$ cat src/rtl/hazard_scoreboard.sv
// hazard_scoreboard: pipeline hazard control with a load-latency scoreboard.
// Resolves redirect, load-use, external stall and illegal-instruction hazards
// for a 4-register pipeline (IF/ID, ID/EX, EX/MEM, MEM/WB).
//
// Parameters:
//   LOAD_LAT      (1..3)  cycles after a load leaves ID before it forwards
//   FLUSH_DEPTH   (1..3)  registers flushed on redirect, from IF/ID upward
//   STALL_TIMEOUT         ext_stall watchdog limit in cycles
// Ports:
//   clk, rst_n            clock, synchronous active-low reset
//   id_*                  instruction currently in ID
//   jump_branch_taken     redirect from EX
//   invalid_inst          illegal instruction in ID
//   ext_stall             multi-cycle unit busy
//   stage_en/stage_flush  per pipeline register enable / flush
//   pc_en, load_stall     PC enable, load-use stall indication
//   stall_timeout         sticky watchdog flag
//   *_cnt                 performance counters
// Macro HAZARD_PERF_CNT_EN: enables the saturating performance counters;
// without it the counter ports are tied to zero.
module hazard_scoreboard #(
    parameter int LOAD_LAT      = 1,
    parameter int FLUSH_DEPTH   = 3,
    parameter int STALL_TIMEOUT = 1024
) (
    input  logic        clk,
    input  logic        rst_n,
    input  logic        id_valid,
    input  logic        id_load,
    input  logic [4:0]  id_rs1,
    input  logic [4:0]  id_rs2,
    input  logic [4:0]  id_rd,
    input  logic        id_rs1_used,
    input  logic        id_rs2_used,
    input  logic        jump_branch_taken,
    input  logic        invalid_inst,
    input  logic        ext_stall,
    output logic [3:0]  stage_en,
    output logic [3:0]  stage_flush,
    output logic        pc_en,
    output logic        load_stall,
    output logic        stall_timeout,
    output logic [31:0] load_stall_cnt,
    output logic [31:0] ext_stall_cnt,
    output logic [31:0] flush_cnt
);

    typedef enum logic [1:0] {
        RUN,
        LSTALL,
        XSTALL
    } state_t;

    localparam logic [3:0]  FLUSH_MASK = 4'((1 << FLUSH_DEPTH) - 1);
    localparam logic [31:0] TIMEOUT    = 32'(STALL_TIMEOUT);

    logic [LOAD_LAT-1:0] sb_valid;
    logic [4:0]          sb_rd [LOAD_LAT];

    state_t      state;
    state_t      state_nxt;
    logic [15:0] wd_cnt;
    logic [15:0] wd_nxt;

    logic hit;
    logic load_hazard;
    logic redirect;
    logic lstall_sel;
    logic xstall_sel;
    logic issue;

    // Any in-flight load whose result is not yet forwardable.
    always_comb begin
        hit = 1'b0;
        for (int i = 0; i < LOAD_LAT; i++) begin
            if (sb_valid[i] &&
                ((id_rs1_used && (sb_rd[i] == id_rs1)) ||
                 (id_rs2_used && (sb_rd[i] == id_rs2)))) begin
                hit = 1'b1;
            end
        end
    end

    assign load_hazard = id_valid && hit;
    assign redirect    = jump_branch_taken;
    assign lstall_sel  = !redirect && load_hazard;
    assign xstall_sel  = !redirect && !load_hazard && ext_stall;
    // ID advances into EX only when nothing blocks or kills it.
    assign issue       = !redirect && !load_hazard && !ext_stall &&
                         id_valid && id_load && (id_rd != 5'd0);

    // Scoreboard: entry0 is the load that just left ID.
    // It freezes only while the external stall is the chosen cause.
    always_ff @(posedge clk) begin
        if (!rst_n) begin
            sb_valid <= '0;
            for (int i = 0; i < LOAD_LAT; i++) begin
                sb_rd[i] <= '0;
            end
        end else if (!xstall_sel) begin
            sb_valid[0] <= issue;
            sb_rd[0]    <= id_rd;
            for (int i = 1; i < LOAD_LAT; i++) begin
                sb_valid[i] <= sb_valid[i-1];
                sb_rd[i]    <= sb_rd[i-1];
            end
        end
    end

    always_comb begin
        stage_en    = 4'b1111;
        stage_flush = 4'b0000;
        pc_en       = 1'b1;
        load_stall  = 1'b0;
        if (!rst_n) begin
            stage_flush = 4'b1111;
            pc_en       = 1'b0;
        end else if (redirect) begin
            stage_flush = FLUSH_MASK;
        end else if (load_hazard) begin
            stage_en[0]    = 1'b0;
            pc_en          = 1'b0;
            stage_flush[1] = 1'b1;
            load_stall     = 1'b1;
        end else if (ext_stall) begin
            stage_en[1:0] = 2'b00;
            pc_en         = 1'b0;
        end else if (invalid_inst) begin
            stage_flush[1] = 1'b1;
        end
    end

    always_comb begin
        state_nxt = RUN;
        if (lstall_sel) begin
            state_nxt = LSTALL;
        end else if (xstall_sel) begin
            state_nxt = XSTALL;
        end
    end

    // Watchdog saturates rather than wrapping.
    always_comb begin
        wd_nxt = 16'd0;
        if ((state == XSTALL) && ext_stall) begin
            wd_nxt = (wd_cnt == 16'hFFFF) ? wd_cnt : wd_cnt + 16'd1;
        end
    end

    always_ff @(posedge clk) begin
        if (!rst_n) begin
            state         <= RUN;
            wd_cnt        <= 16'd0;
            stall_timeout <= 1'b0;
        end else begin
            state  <= state_nxt;
            wd_cnt <= wd_nxt;
            if (32'(wd_nxt) >= TIMEOUT) begin
                stall_timeout <= 1'b1;
            end
        end
    end

`ifdef HAZARD_PERF_CNT_EN
    logic [31:0] lcnt;
    logic [31:0] xcnt;
    logic [31:0] fcnt;

    always_ff @(posedge clk) begin
        if (!rst_n) begin
            lcnt <= '0;
            xcnt <= '0;
            fcnt <= '0;
        end else begin
            if (lstall_sel && (lcnt != '1)) begin
                lcnt <= lcnt + 32'd1;
            end
            if (xstall_sel && (xcnt != '1)) begin
                xcnt <= xcnt + 32'd1;
            end
            if (redirect && (fcnt != '1)) begin
                fcnt <= fcnt + 32'd1;
            end
        end
    end

    assign load_stall_cnt = lcnt;
    assign ext_stall_cnt  = xcnt;
    assign flush_cnt      = fcnt;
`else
    assign load_stall_cnt = 32'd0;
    assign ext_stall_cnt  = 32'd0;
    assign flush_cnt      = 32'd0;
`endif

endmodule

$ cat config.mk
export PLATFORM = sky130hd
export DESIGN_NAME = hazard_scoreboard
export DESIGN_NICKNAME = d
export VERILOG_FILES = /design/src/rtl/hazard_scoreboard.sv
export SDC_FILE = /design/constraint.sdc
export NUM_CORES = 1
export LEC_CHECK = 0
export ABC_AREA = 1
export BUFFER_PORTS_ARGS = -buffer_cell sky130_fd_sc_hd__buf_2
export CAP_MARGIN = 20
export CORE_ASPECT_RATIO = 1.75
export CORE_MARGIN = 5
export CORE_UTILIZATION = 40
export CTS_CLUSTER_DIAMETER = 50
export CTS_CLUSTER_SIZE = 8
export DETAILED_ROUTE_END_ITERATION = 16
export MAX_ROUTING_LAYER = met4
export PLACE_DENSITY = 0.84
export RECOVER_POWER = 50
export SETUP_SLACK_MARGIN = 0.05
export SLEW_MARGIN = 30
export SYNTH_ARGS = -nofsm -noshare
export SYNTH_HDL_FRONTEND = slang
export SYNTH_SLANG_ARGS = --single-unit
$ cat constraint.sdc
create_clock -name clk -period 1.4 [get_ports clk]
set_input_delay 0.21 -clock clk [delete_from_list [all_inputs] [get_ports clk]]
set_output_delay 0.21 -clock clk [all_outputs]
set_load 0.01 [all_outputs]
Word level (Yosys, flattened, before mapping)

Memory sizes are Yosys's and may differ from the RTL's.
Cells that the tools add are included.

Magnitude comparators: 1
Eq/ne operators: 4
Bitwise logic cells: 1
Reductions and logical operators: 19
Add/subtract/negate cells: 1
Multiplexer cells: 30

Operators with widths:

| kind                  | count |
|---|---|
| $mux 16               | 2 |
| $mux 1                | 22 |
| $add 16x1->16 const B | 1 |
| $eq 16x16->1 const B  | 1 |
| $ge 16x11->1 const B  | 1 |
| $logic_and 1x1->1     | 12 |
| $eq 5x5->1            | 2 |
| $mux 2                | 4 |
| $mux 5                | 1 |
| $reduce_bool 5->1     | 1 |
| $reduce_or 5->1       | 1 |
| $mux 4                | 1 |
| $logic_not 1->1       | 3 |
| $eq 2x2->1 const B    | 1 |
| $reduce_or 2->1       | 1 |
| $logic_or 1x1->1      | 1 |
| $not 1->1             | 1 |

Word-level logic and storage cells: 62
Memory bits (writable): 5
Memories kept: 1
Flip-flop bits (word level): 20

Memory list:

| memory | words | bits a word | read ports | clocked after Yosys merged registers in | wr ports | RTL line | RTL |
|---|---|---|---|---|---|---|---|
| sb_rd  | 1     | 5           | 1          | 0                                       | 1        | 58       | `logic [4:0] sb_rd [LOAD_LAT];` |

Logic depth before layout (Yosys ltp)

Gate-level depths: netlist of the first run.
An unclocked memory read counts as a cell.

Depth in word-level cells: 15
Gate-level depth with buffers: 11
Gate-level depth less buffers: 11

Worst setup path after synthesis of the first run

No wires, ideal clock.

Kind: reg-to-reg
Start: register wd_cnt[0]
End: register stall_timeout
Data required time: 1.287 ns
Stages on the path, launching flop included: 11
Setup slack: -0.050 ns
Data arrival time: 1.337 ns
Cells stage by stage: dfxtp_1 > ha_1 > nand3_1 > nor2_1 > nand3_1 > nand2_1 > nand3_1 > nor2_1 > nand2_1 > nand2_1 > nand2_1

Cells in the longest elaborated chain, start to end: 4

Ends and longest elaborated chain:

| what                                          | RTL line | RTL |
|---|---|---|
| from (decl)                                   | 62       | `logic [15:0] wd_cnt;` |
| from (signal assigned)                        | 157      | `wd_cnt <= wd_nxt;` |
| $add 16x1->16 or $eq 16x16->1 (tied branches) | 146      | `wd_nxt = (wd_cnt == 16'hFFFF) ? wd_cnt : wd_cnt + 16'd1;` |
| $mux 16 *                                     | 146      |  |
| $mux 16 *                                     | 145      | `if ((state == XSTALL) && ext_stall) begin` |
| $ge 16x11->1 *                                | 158      | `if (32'(wd_nxt) >= TIMEOUT) begin` |
| to (signal assigned)                          | 154      | `stall_timeout <= 1'b0;` |
| to (signal assigned)                          | 159      | `stall_timeout <= 1'b1;` |
| to (decl)                                     | 42       | `output logic stall_timeout,` |

Every way passes the cells marked *; elsewhere a longest branch is shown, timed or not.
A chain may end at the register's enable or synchronous reset.

Worst setup path in the final report of the first run

Start: memory sb_rd[0][4]
End: output stage_en[1]

Cells in the longest elaborated chain, start to end: 10

Ends and longest elaborated chain:

| what                                 | RTL line | RTL |
|---|---|---|
| from (decl)                          | 58       |  |
| $mem_v2 1x5 *                        | -        |  |
| $eq 5x5->1 (on tied branches)        | 77, 78   |  |
| $logic_and 1x1->1 (on tied branches) | 77, 78   |  |
| $logic_or 1x1->1 *                   | 77       | `((id_rs1_used && (sb_rd[i] == id_rs1)) \|\|` |
| $logic_and 1x1->1 *                  | 76       | `if (sb_valid[i] &&` |
| $mux 1 *                             | 76       |  |
| $logic_and 1x1->1 *                  | 84       | `assign load_hazard = id_valid && hit;` |
| $mux 1 *                             | 120      | `end else if (load_hazard) begin` |
| $mux 2 *                             | 118      | `end else if (redirect) begin` |
| $mux 2 *                             | 115      | `if (!rst_n) begin` |
| to (decl)                            | 38       | `output logic [3:0] stage_en,` |

Marked as above.

==> results of run 1 <==
[Yosys cell counts]
cell type   n
nand2_2     3
clkinv_1    1
inv_1      46
nand4_1     8
inv_2       4
nor3_1      5
o21ai_1     3
dfxtp_1    20
conb_1      2
nand3_1    15
a21oi_1     7
nor2_2      2
buf_4      99
nor3_2      2
a211oi_1    2
nor2_4      2
nand3b_1    1
o21ai_0     5
nor2_1     33
edfxtp_1    5
a211oi_2    1
xnor2_1     6
nand2_1    61
nand3_2     2
ha_1        1
[power by group]
| group | switching, mW | internal [mW] | leakage (nW) |
|---|---|---|---|
| Sequential | 0.0104 | 0.744 | 0.222 |
| Clock | 0.250 | 0.209 | 0.0261 |
| Combinational | 0.222 | 0.0697 | 1.14 |
| Total | 0.482 | 1.02 | 1.39 |
[metal layers]
metal	wire (um)	up-vias	global-route usage
met2	3125	76	0.2628
met1	1485	860	0.1049
met5	0	-	-
met4	117	0	0.05370
met3	454	11	0.02147
li1	-	934	-
[metrics by stage]
step | setup TNS, ns | util | setup slack (ns)
2_1_floorplan | 0 | - | 0.02501
3_3_place_gp | -0.9725 | 0.4011 | -0.08637
3_5_place_dp | -1.415 | 0.4011 | -0.1174
4_1_cts | -3.513 | 0.4426 | -0.3561
5_1_grt | -7.440 | 0.4661 | -0.4668
6_report | -4.870 | 0.4661 | -0.3668
[kinds of logic (layout without fill, tap and decap cells)]
| kind of cell | after synthesis | after routing | share of synthesized area |
|---|---|---|---|
| DFF | 25 | 25 | 0.2431 |
| other | 2 | 98 | 0.003316 |
| adders and majority gates | 1 | 1 | 0.005524 |
| buffers and inverters | 150 | 105 | 0.4127 |
| AOI/OAI and AO/OA | 18 | 18 | 0.04530 |
| and+or+nand+nor | 134 | 134 | 0.2669 |
| xor gates and xnor gates | 6 | 6 | 0.02320 |
[tightest hold or removal path: stages]
cell,delay (ns)
buf_2,0.09
inv_1,0.03
nor2_1,0.08
[final cells by class]
type,instances,area share
Timing Repair Buffer,50,0.1216
Clock inverter,1,0.003391
Clock buffer,3,0.01599
Tap cell,76,0.03682
Sequential cell,25,0.2185
Inverter,51,0.07607
Multi-Input combinational cell,257,0.5276
[final timing paths]
check | cells after the start | end | slack (ns)
min | 3 | sb_rd[0][2] | 0.25
max | 9 | stage_en[1] | -0.37
min reg2reg | 2 | sb_valid | 0.47
max reg2reg | 10 | sb_rd[0][3] | -0.32
[state kept, by name, summed over array words and instances, names as in the netlist]
register and flops:
sb_rd 5, sb_valid 1, stall_timeout 1, state 2, wd_cnt 16
[repair_timing]
item	4_1_cts	5_1_grt
endpoints found under the setup margin	30	32
pin swaps	21	12
buffers inserted	6	4
resized for setup	42	32
==> results.py, run 1 <==
metrics = {
    "run_status": {
        "outcome": "complete, but fails checks",
        "violations": "negative setup slack",
    },
    "clocking": {
        "hold_buffers": 0,
        "clkSlewWorstSetupHoldPaths_ns": 0.09,
        "clk_path_buf_depth": 2,
        "clk_latency_ns": 0.28,
        "cts_tree": "built",
        "clock-root-buffer": "clkbuf_8",
        "cts_made_buffers": 3,
        "h-tree-depth": 1,
        "clock_sinks": 25,
    },
    "min_path": {
        "hold_path.class": "primary input to flip-flop",
        "worstHoldStart": "id_rd[2]",
    },
    "sta": {
        "rsz0062_at_grt": "true",
        "whs_ns": 0.2461,
        "slew_violations": 0,
        "skew_ns": 0.004136,
        "max_freq_ghz": 0.5660,
        "setup_viol": 23,
        "hold_viol_final": 0,
        "min_period_over_period": 1.262,
        "fin_crit_ns": 1.767,
        "setup_ws_ns": -0.3668,
    },
    "layout": {
        "multiInputGateArea_um2": 1363,
        "area.sequential_um2": 564.3,
        "final_cell_mix": "conb_1 (98), nand2_1 (52), inv_1 (40)",
        "layout.cells.non_filler": 463,
        "nNetsFinal": 413,
        "n_antenna_cell": 0,
        "syn2layout_area_growth_pct": 14.03,
        "layout_commonest_cell": "conb_1",
        "final_area_um2": 2582,
        "drive_above_1_share": 0.3101,
        "nFillCells": 543,
    },
    "synth": {
        "synth.distinct_cells": 25,
        "syn_inst": 336,
        "ys_ff_latch": 25,
        "synth_top_area_frac": 0.3282,
        "synth_area_leader_cell": "buf_4",
        "yosysSeqAreaShare": 0.2431,
        "ys.warnings.count": 0,
        "syn-cell-area_um2": 2265,
        "synthTopCellsByArea": "buf_4 (33%), dfxtp_1 (18%), nand2_1 (10%)",
        "synth.avg_cell_area_um2": 6.740,
    },
    "critical_path": {
        "critPathArrivalTime_ns": 1.56,
        "crit_slowest_cell": "edfxtp_1",
        "r2r_start": "sb_rd[0][4]",
        "worstPathMaxFanout": 4,
        "end_kind": "output pin",
        "crit_path_cell_trace": "nand2_1, nand2_2, nor2_2, nand3_1, nand2_1, nand2_2, buf_6, nand4_1, buf_2",
        "critPathMaxStageDelay_ns": 0.44,
        "crit_family": "simple AND/OR/NAND/NOR gates",
        "cp-start-kind": "flip-flop",
        "crit_start": "sb_rd[0][4]",
        "required_ns": 1.19,
        "critPathKind": "flip-flop to output pin",
        "cp_num_buf_inv": 2,
    },
    "pwr": {
        "leakagePower_nw": 1.388,
        "power_density_nw_per_um2": 583.0,
        "peakVddDrop_uv": 324.9,
        "p_total_mw": 1.506,
    },
    "global_route": {
        "grt_max_degree": 17,
        "antenna_found_initial": 0,
        "grtUsageTotal": 0.1275,
        "grt_overflow": 0,
        "grt_pass1_wl_um": 7086,
        "grt_pass1_vias": 1692,
    },
    "route": {
        "wire_per_inst_um": 11.19,
        "drt_iter0_drc": 58,
        "remaining_drc_errors": 0,
        "dr.pass1.iters": 4,
        "drt_wl_total_um": 5183,
        "antenna_left": 0,
        "via_per_inst": 4.063,
        "num_vias": 1881,
    },
    "floorplanning": {
        "coreArea_um2": 5540,
        "die_area_um2": 7326,
        "die_w_um": 66.88,
        "die_h_um": 109.5,
        "rows": 36,
        "start_util": 0.4088,
        "ioPinCount": 131,
    },
    "placement": {
        "hpwl_um": 4071,
        "gp_congestion": 0.9071,
        "dp.cells": 449,
        "placed_area_um2": 2222,
        "numPortBuffers": 32,
    },
    "flow_run": {
        "drv_cap": 0,
    },
}
(Power assumes the default switching activity.)
==> run 2: changes to the inputs <==
- CORE_MARGIN: 5 -> default
- RECOVER_POWER: 50 -> default
==> run 2 against run 1 <==
Against the previous run:
- largest cell class unchanged
- cell area increased by 2.2%
- die area decreased by 18%
- the flow still finishes with violations (negative setup slack)
- clock skew increased by 0.0028 ns
- utilization increased by 2.8 points
- via count increased by 3.0%
- sequential share of layout area about the same
==> results.py, run 2 (synthesis gave the netlist of run 1 again) <==
metrics = {
    "layout": {
        "area.sequential_um2": 575.6,
        "layout_commonest_cell": "conb_1",
        "largest_reg_flops": 16,
        "syn2layout_area_growth_pct": 16.57,
        "drive_above_1_share": 0.3291,
        "n_antenna_cell": 0,
        "nNetsFinal": 418,
        "top_register": "wd_cnt",
        "multiInputGateArea_um2": 1361,
        "fin_util": 0.4941,
        "final_cell_mix": "conb_1 (98), nand2_1 (51), inv_1 (40)",
        "nFillCells": 516,
        "top_regs": "wd_cnt x16, sb_rd x5, state x2",
    },
    "global_route": {
        "grt_pass1_vias": 1785,
        "antenna_found_initial": 0,
        "grt_max_degree": 15,
        "grtUsageTotal": 0.1669,
        "grt_overflow": 0,
        "grt_pass1_wl_um": 7403,
    },
    "floorplanning": {
        "die_h_um": 101.5,
        "die_w_um": 58.88,
        "coreArea_um2": 5343,
        "start_util": 0.4239,
        "rows": 35,
        "ioPinCount": 131,
        "die_area_um2": 5979,
    },
    "route": {
        "antenna_left": 0,
        "num_vias": 1937,
        "via_per_inst": 4.157,
        "dr.pass1.iters": 5,
        "remaining_drc_errors": 0,
        "drt_iter0_drc": 106,
        "wire_per_inst_um": 11.00,
        "drt_wl_total_um": 5125,
    },
    "placement": {
        "hpwl_um": 3641,
        "gp_congestion": 0.8204,
        "numPortBuffers": 32,
    },
    "run_status": {
        "outcome": "complete, but fails checks",
        "violations": "negative setup slack",
    },
    "clocking": {
        "clk_latency_ns": 0.27,
        "clk_path_buf_depth": 2,
        "h-tree-depth": 1,
        "clkSlewWorstSetupHoldPaths_ns": 0.09,
        "clock_sinks": 25,
        "clock-root-buffer": "clkbuf_8",
        "cts_tree": "built",
        "cts_made_buffers": 3,
        "hold_buffers": 0,
    },
    "critical_path": {
        "worstPathMaxFanout": 6,
        "end_kind": "output pin",
        "critPathArrivalTime_ns": 1.50,
        "cp-start-kind": "flip-flop",
        "required_ns": 1.19,
        "critPathKind": "flip-flop to output pin",
    },
    "pwr": {
        "p_total_mw": 1.477,
        "power_density_nw_per_um2": 559.6,
        "p_clk_frac": 0.298,
        "switchingPower_uw": 464.3,
        "power_frac_seq": 0.510,
        "p_sw_frac": 0.3143,
        "combPwrFrac": 0.193,
        "leakagePower_nw": 1.444,
        "p_int_mw": 1.013,
        "peakVddDrop_uv": 342.9,
    },
    "sta": {
        "whs_ns": 0.2560,
        "fin_crit_ns": 1.715,
        "rsz0062_at_grt": "true",
        "min_period_over_period": 1.225,
        "skew_ns": 0.006924,
        "setup_viol": 24,
        "slew_violations": 0,
        "hold_viol_final": 0,
        "max_freq_ghz": 0.5831,
        "setup_ws_ns": -0.3149,
    },
    "flow_run": {
        "drv_cap": 0,
    },
    "min_path": {
        "hold_path.class": "primary input to flip-flop",
    },
}
[run 2: cell count changes in the layout (fill, tap and decap cells not counted), sizes merged]
cell    previous run  this run
buf               47        55
clkinv             1         2
clkbuf             6         3
inv               51        50
[run 2: power groups by stage]
stage          clock, mW  combinational [mW]  sequential (mW)
3_3_place_gp           0               0.263            0.774
2_1_floorplan          0               0.400            0.772
6_report           0.440               0.285            0.753
4_1_cts            0.429               0.274            0.754
3_5_place_dp           0               0.266            0.774
5_1_grt            0.468               0.327            0.755
[run 2: layer usage]
layer,GRT usage,part of all wire,vias to the layer above
met2,0.3304,0.58,100
met5,-,0,-
met3,0.02043,0.056,19
met1,0.1415,0.33,876
met4,0.09341,0.038,0
li1,-,-,942
[run 2: worst paths after layout]
check / startpoint / endpoint / slack [ns] / cells past startpoint
min reg2reg: wd_cnt[4] / wd_cnt[4] / 0.48 / 1
min: id_rd[1] / sb_rd[0][1] / 0.26 / 3
max: sb_rd[0][3] / pc_en / -0.31 / 10
max reg2reg: sb_rd[0][0] / sb_rd[0][2] / -0.22 / 9
[run 2: timing repair]
item | in CTS | in global routing
resized for setup | 42 | 40
cloned | 0 | 0
pin swaps | 16 | 22
setup buffers | 8 | 10
setup endpoints to repair | 31 | 33
hold endpoints to repair | 0 | 0
[run 2: final cells by class]
cell class,count,area share
clock buffer,3,0.01564
clock inverter,1,0.001896
inverter,51,0.07536
multi-input combinational,257,0.5156
sequential,25,0.2180
tap,74,0.03507
timing repair buffer,55,0.1384
[run 2: critical path: stages (launching register included)]
cell      delay (ns)
edfxtp_1        0.42
inv_2           0.09
nand2_1         0.05
nand2_1         0.06
nor2_2          0.04
nand3_1         0.07
nand2_1         0.07
nand2_2         0.12
nand2_2         0.07
a21oi_2         0.10
buf_2           0.13
[run 2: metrics by stage]
step / instance area (um2) / worst slack (ns) / instances / TNS, ns
after detailed placement: 2212 / -0.08752 / 446 / -1.215
final: 2640 / -0.3149 / 466 / -3.486
after floorplan: 2650 / 0.02501 / 432 / 0
after global routing: 2640 / -0.4300 / 466 / -5.763
after CTS: 2450 / -0.3103 / 457 / -3.286
after global placement: 2212 / -0.06114 / 446 / -0.5374
==> run 3: changes to the inputs <==
- CORE_UTILIZATION: 40 -> 48
- CTS_CLUSTER_DIAMETER: 50 -> 100
- PLACE_DENSITY: 0.84 -> 0.94
- clock period: 1.4 -> 2.1 ns (I/O delays scaled with it)
==> run 3 against run 2 <==
Against the previous run:
- the flow now finishes without violations
- clock skew about the same
- worst setup slack better by 0.55 ns
- combinational power down 38%
- cell area down 18%
- total power down 34%
- cell count down 9.4%
- sequential share of layout area up 3.5 points
- critical path depth unchanged
- critical endpoint unchanged
- sequential power down 33%
- clock power down 33%
==> results.py, run 3 (synthesis gave the netlist of run 1 again) <==
metrics = {
    "layout": {
        "top_register": "wd_cnt",
        "area.sequential_um2": 550.5,
        "largest_reg_flops": 16,
        "multiInputGateArea_um2": 1147,
        "top_regs": "wd_cnt x16, sb_rd x5, state x2",
        "final_area_um2": 2175,
        "syn2layout_area_growth_pct": -3.978,
        "n_antenna_cell": 0,
        "layout_commonest_cell": "conb_1",
        "nFillCells": 472,
        "final_cell_mix": "conb_1 (98), nand2_1 (60), inv_1 (46)",
        "nNetsFinal": 397,
        "drive_above_1_share": 0.1482,
    },
    "placement": {
        "gp_congestion": 0.8803,
        "numPortBuffers": 32,
        "placed_area_um2": 2106,
        "hpwl_um": 3431,
        "place_ws_ns": 0.3763,
    },
    "sta": {
        "fin_tns_setup_ns": 0,
        "rsz0062_at_grt": "false",
        "max_freq_ghz": 0.5349,
        "hold_viol_final": 0,
        "fin_crit_ns": 1.870,
        "min_period_over_period": 0.8903,
        "slew_violations": 0,
        "setup_viol": 0,
        "setup_ws_ns": 0.2305,
        "skew_ns": 0.006787,
        "whs_ns": 0.3498,
    },
    "floorplanning": {
        "start_util": 0.5050,
        "die_h_um": 92.87,
        "die_area_um2": 5008,
        "ioPinCount": 131,
        "rows": 32,
        "die_w_um": 53.93,
        "coreArea_um2": 4484,
    },
    "route": {
        "wirelength_met1_um": 1442,
        "dr.pass1.iters": 4,
        "remaining_drc_errors": 0,
        "wl_met2_um": 2410,
        "antenna_left": 0,
        "drt_wl_total_um": 4179,
        "highest_layer": "met4",
        "drt_iter0_drc": 37,
        "wire_per_inst_um": 9.903,
        "num_vias": 1833,
        "wl_met3_um": 237,
        "via_per_inst": 4.344,
    },
    "pwr": {
        "power_density_nw_per_um2": 449.0,
        "leakagePower_nw": 1.209,
        "peakVddDrop_uv": 425.5,
    },
    "critical_path": {
        "cpMostUsedCell": "nand2_1",
        "cp-start-kind": "flip-flop",
        "ff2ff_setup_slack_ns": 0.36,
        "worstPathMaxFanout": 5,
        "ff2ff_path_depth": 10,
        "critPathArrivalTime_ns": 1.55,
        "crit_path_cell_trace": "inv_1, nand2_1, nand2_1, nor2_1, nand3_1, nand2_1, nand2_4, nand2_1, a21oi_1, buf_2",
        "end_kind": "output pin",
        "cp_num_buf_inv": 2,
        "critPathMaxStageDelay_ns": 0.44,
        "required_ns": 1.78,
        "critPathKind": "flip-flop to output pin",
        "crit_slowest_cell": "edfxtp_1",
        "cp.depth": 10,
        "crit_family": "simple AND/OR/NAND/NOR gates",
    },
    "global_route": {
        "grt_pass1_wl_um": 6244,
        "antenna_found_initial": 0,
        "grt_pass1_vias": 1526,
        "grt_overflow": 0,
        "grtUsageTotal": 0.1731,
        "grt_max_degree": 15,
    },
    "min_path": {
        "hold_path.class": "primary input to flip-flop",
        "holdPathStages": 3,
    },
    "run_status": {
        "outcome": "completed",
    },
    "clocking": {
        "clock-root-buffer": "clkbuf_8",
        "h-tree-depth": 1,
        "clk_path_buf_depth": 2,
        "hold_buffers": 0,
        "clkSlewWorstSetupHoldPaths_ns": 0.09,
        "cts_tree": "built",
        "clock_sinks": 25,
        "clk_latency_ns": 0.28,
        "cts_made_buffers": 3,
    },
    "flow_run": {
        "drv_cap": 0,
    },
}
-- run 3: changes by cell type in the layout (fill, tap and decap cells not counted), moves of 8 or more --
cell     change
buf_4       -14
nand2_2      -8
dfxtp_2     -11
buf_6        -8
nand2_1      +9
dfxtp_1     +14
-- run 3: per-layer routing --
| layer | track usage | vias to the layer above |
|---|---|---|
| met2 | 0.3364 | 87 |
| met1 | 0.1606 | 832 |
| met4 | 0.06579 | 0 |
| met3 | 0.01314 | 9 |
| met5 | - | - |
| li1 | - | 905 |
-- run 3: final timing paths --
check / start / to
min reg2reg: sb_valid / sb_valid
max reg2reg: wd_cnt[0] / stall_timeout
max: sb_rd[0][1] / pc_en
min: id_rd[4] / sb_rd[0][4]
-- run 3: where the power goes --
part / internal (mW) / switching [mW]
clock: 0.133 / 0.160
sequential: 0.499 / 0.00653
combinational: 0.0403 / 0.138
total: 0.672 / 0.304
-- run 3: what timing repair did --
action                                  in CTS  in global routing
gates resized for setup                      0                  2
setup buffers                                0                  2
endpoints found under the setup margin       0                  5
-- run 3: cell type report --
class	instances	area share
Multi-Input combinational cell	257	0.5276
Sequential cell	25	0.2532
Inverter	51	0.08803
Timing Repair Buffer	34	0.08055
Tap cell	51	0.02934
Clock buffer	3	0.01899
Clock inverter	1	0.002301
-- run 3: metrics by stage --
| stage | util | power [mW] | instances |
|---|---|---|---|
| floorplan | - | 0.7809 | 432 |
| global placement | 0.4696 | 0.6858 | 416 |
| detailed placement | 0.4696 | 0.6899 | 416 |
| CTS | 0.4799 | 0.9773 | 420 |
| global route | 0.4849 | 1.022 | 422 |
| finish | 0.4849 | 0.9764 | 422 |
-- run 3: worst reg2reg max path, delay by kind of cell, from the launching register on --
family                     cells  cell delay, ns
DFF                            1            0.42
adders and majority gates      1            0.27
and+or+nand+nor                9            0.95
